==> config.mk <==
export PLATFORM = sky130hd
export DESIGN_NAME = mux_2_1_new
export DESIGN_NICKNAME = d
export VERILOG_FILES = /design/src/rtl/mux_2_1_new_pkg.sv /design/src/rtl/mux2_1_cell.sv /design/src/rtl/mux_2_1_new.sv
export SDC_FILE = /design/constraint.sdc
export NUM_CORES = 1
export LEC_CHECK = 0
export ABC_AREA = 1
export ABC_CLOCK_PERIOD_IN_PS = 800
export CAP_MARGIN = 20
export CORE_AREA = 10 10 47 49
export CTS_BUF_LIST = sky130_fd_sc_hd__clkbuf_2
export CTS_CLUSTER_SIZE = 40
export DETAILED_ROUTE_END_ITERATION = 8
export DIE_AREA = 0 0 57 59
export HOLD_SLACK_MARGIN = 0.12
export PLACE_DENSITY_LB_ADDON = 0.15
export SLEW_MARGIN = 0
export SYNTH_ARGS = -nofsm -noshare
export SYNTH_HDL_FRONTEND = slang
export SYNTH_SLANG_ARGS = --single-unit
==> constraint.sdc <==
create_clock -name clk -period 0.8 [get_ports clk]
set_input_delay 0.16 -clock clk [delete_from_list [all_inputs] [get_ports clk]]
set_output_delay 0.16 -clock clk [all_outputs]
set_load 0.03 [all_outputs]
==> src/rtl/mux_2_1_new_pkg.sv <==
// Shared constants for the registered 2:1 multiplexer.
// Select encodings and default parameter values used by mux_2_1_new and its bench.

package mux_2_1_new_pkg;

    localparam logic SEL_IN0 = 1'b0;
    localparam logic SEL_IN1 = 1'b1;

    localparam int unsigned DEFAULT_WIDTH = 1;
    localparam int unsigned MAX_WIDTH     = 64;

    // Sliced down to WIDTH by the top-level parameter default.
    localparam logic [MAX_WIDTH-1:0] DEFAULT_RST_VAL = '0;

endpackage

==> src/rtl/mux2_1_cell.sv <==
// Purely combinational WIDTH-bit 2:1 select; all bits come from the same source.

module mux2_1_cell
    import mux_2_1_new_pkg::*;
#(
    parameter int unsigned WIDTH = DEFAULT_WIDTH
) (
    input  logic [WIDTH-1:0] in0,
    input  logic [WIDTH-1:0] in1,
    input  logic             S,
    output logic [WIDTH-1:0] out
);

    always_comb begin
        out = in0;
        if (S == SEL_IN1) begin
            out = in1;
        end
    end

endmodule

==> src/rtl/mux_2_1_new.sv <==
// Registered 2:1 multiplexer with valid qualifier and select-change debug flag.
// Optional even-parity output enabled by defining MUX2_1_NEW_PARITY_EN.

module mux_2_1_new
    import mux_2_1_new_pkg::*;
#(
    parameter int unsigned       WIDTH   = DEFAULT_WIDTH,
    parameter logic [WIDTH-1:0]  RST_VAL = DEFAULT_RST_VAL[WIDTH-1:0]
) (
    input  logic             clk,
    input  logic             rst,
    input  logic [WIDTH-1:0] in0,
    input  logic [WIDTH-1:0] in1,
    input  logic             S,
    input  logic             vld_in,
    output logic [WIDTH-1:0] res,
    output logic             vld_out,
    output logic             sel_chg
`ifdef MUX2_1_NEW_PARITY_EN
    ,
    output logic             par
`endif
);

    logic [WIDTH-1:0] sel_word;
    logic [WIDTH-1:0] res_d;
    logic             last_sel_q, last_sel_d;
    logic             seen_q, seen_d;
    logic             sel_chg_d;

    mux2_1_cell #(
        .WIDTH (WIDTH)
    ) u_cell (
        .in0 (in0),
        .in1 (in1),
        .S   (S),
        .out (sel_word)
    );

    always_comb begin
        res_d      = res;
        last_sel_d = last_sel_q;
        seen_d     = seen_q;
        sel_chg_d  = 1'b0;
        if (vld_in) begin
            res_d      = sel_word;
            last_sel_d = S;
            seen_d     = 1'b1;
            // The first word after reset has no predecessor to compare against.
            sel_chg_d  = seen_q & (S != last_sel_q);
        end
    end

    always_ff @(posedge clk) begin
        if (rst) begin
            res        <= RST_VAL;
            vld_out    <= 1'b0;
            sel_chg    <= 1'b0;
            last_sel_q <= SEL_IN0;
            seen_q     <= 1'b0;
        end else begin
            res        <= res_d;
            vld_out    <= vld_in;
            sel_chg    <= sel_chg_d;
            last_sel_q <= last_sel_d;
            seen_q     <= seen_d;
        end
    end

`ifdef MUX2_1_NEW_PARITY_EN
    always_ff @(posedge clk) begin
        if (rst) begin
            par <= ^RST_VAL;
        end else begin
            par <= ^res_d;
        end
    end
`endif

endmodule

==> reports/qor.txt <==
Via count = 175
Final WL = 429 um
WP data required = 640 ps
Synthesis-stage register bit count = 5
Port Buffers = 8
Top Ports = 9
CTS tree = built
Worst setup path startpoint = res
Layout cells sized above 1 = 0.3056
Setup crit start kind = register
Violated checks = setup timing
CP max FO = 2
Gpl congestion = 0.6631
Sink Count = 5
Total power = 606.7 uW
Slew Limit Fails = 0
Fin cells = 52
HP Class = input port to register
Clk_lat worst skew = 220 ps
RSZ-0062 raised after global routing = yes
Worst VDD drop = 0.5094 mV
Starting Density = 0.1259
Std cell rows = 14
DRC violations left = 0
Number of standard cells after synthesis = 23
CP Cell Sequence = buf_6
DIE AREA = 3363 um2
Tmin final = 837.2 ps
Post-DRT Antenna Nets = 0
PwrDens = 1917 nW/um2
Busiest grt layer = met3
Crit. End Element = output pin
Clock Skews = 6.317 ps
Syn_area_per_cell = 7.670 um2
Syn Nets = 29
Worst-path clk slew = 60 ps
CP bufs+invs = 1
H-tree Lvls = 1
Largest net degree at the start of global routing = 7
Final setup fails = 3
Max_cap viols = 0
CTS Buffer Depth = 2
Nets = 43
DR iter-0 viols = 0
Crit-path slowest cell = dfxtp_2
Root buf cell = clkbuf_2
Max incr delay on CP = 330 ps
Yosys warning count = 0
Placed cells = 48
Final Worst Setup Slack = -37.25 ps
Slew @ Worst Pin = 186.5 ps
Synth-to-layout area growth = 79.43%
CTS buffer count = 3
Global-route wire length before repair = 731 um
Crit path DAT = 680 ps
DIE HEIGHT = 59 um
Met3 Usage GRT = 0.03648
Fmax = 1.194 GHz
Diode count = 0
Post-cts hold buffer count = 0
Vias/cell = 3.365
Global Route Usage Sum = 0.03148
Initial antenna violation count = 0
Outcome = finished with violations
Initial DRT Pass Iterations = 1
Top Family by Delay on Critical Path = flip-flops
Gr ovfl total = 0
M1 GR Usage = 0.02834
Sequential area share after synthesis = 0.5674
Tcrit/Tclk final = 1.047
Most frequent cells in the layout = nor2_1, clkbuf_2
Worst slew margin = 0.8754
Post-Syn Area = 176.4 um2
Commonest non-fill, non-tap cell in the layout = nor2_1
Hold Vio Cnt, Final = 0
Core area = 1401 um2
Drt wl/cell = 8.250 um
Worst R2R Start = res
Die W = 57 um
Leak = 0.0001639 uW
DP Wirelength = 347.5 um
Post-synthesis cell type count = 7
HP Start = vld_in
Vias in the first global route = 162
M2 GR Usage = 0.03566
CP Class = register to output pin
Filler cells = 163
per-layer routing:
layer,up-vias,wire (um)
met2,4,208
li1,96,-
met3,0,37
met5,-,0
met4,0,0
met1,75,184
stage by stage:
| stage | setup WS, ps | util | TNS (ps) | area [um2] | hold WS [ps] |
|---|---|---|---|---|---|
| floorplan | 35.68 | - | 0 | 176.4 | 232.4 |
| global placement | -248.0 | 0.1973 | -996.8 | 276.5 | 459.5 |
| detailed placement | -245.5 | 0.1973 | -947.8 | 276.5 | 458.9 |
| CTS | -56.12 | 0.2223 | -129.1 | 311.5 | 453.7 |
| global route | -94.46 | 0.2259 | -238.4 | 316.6 | 285.7 |
| finish | -37.25 | 0.2259 | -69.97 | 316.6 | 280.0 |
synth_stat cells:
cell type | count | area (um2)
dfxtp_1 | 5 | 100.1
inv_1 | 3 | 11.26
nand2_1 | 2 | 7.510
nand3_1 | 1 | 5.000
nor2_1 | 9 | 33.78
o21ai_0 | 2 | 10.01
xnor2_1 | 1 | 8.760
where the power goes:
part | internal [uW] | leakage (uW) | switching [uW] | total (uW)
Sequential | 266 | 0.0000425 | 7.76 | 273
Clock | 133 | 0.0000166 | 108 | 241
Combinational | 50.6 | 0.000105 | 42.3 | 92.8
Total | 449 | 0.000164 | 158 | 607
layout make-up:
cell class	instances	area [um2]	share of cell area
well taps	16	20.02	0.06324
clock buffers	4	20.02	0.06324
flip-flops and latches	5	103.9	0.3281
inverters	3	11.26	0.03557
multi-input cells	15	65.06	0.2055
repair buffers	9	96.34	0.3043
timing repair:
| action | 4_1_cts | 5_1_grt |
|---|---|---|
| pin swaps | 0 | 0 |
| setup buffers | 0 | 0 |
| gates resized for setup | 6 | 2 |
| setup endpoints to repair | 3 | 5 |
registers in the layout, indices dropped and copies added (netlist names):
signal	count
sel_chg	1
res	1
vld_out	1
seen_q	1
last_sel_q	1
kinds of logic after synthesis:
group,share of synthesized area
buffers and inverters,0.06383
xor gates and xnor gates,0.04965
DFF,0.5674
and+or+nand+nor,0.2624
AOI/OAI and AO/OA,0.05674
path summary, 6_finish.rpt:
kind | endpoint | slack (ps) | depth (start not counted)
hold / removal | vld_out | 280 | 3
hold reg to reg | sel_chg | 450 | 2
setup / recovery | res | -40 | 1
setup reg to reg | res | 150 | 2
No activity file was read; power rests on OpenSTA's default activity.
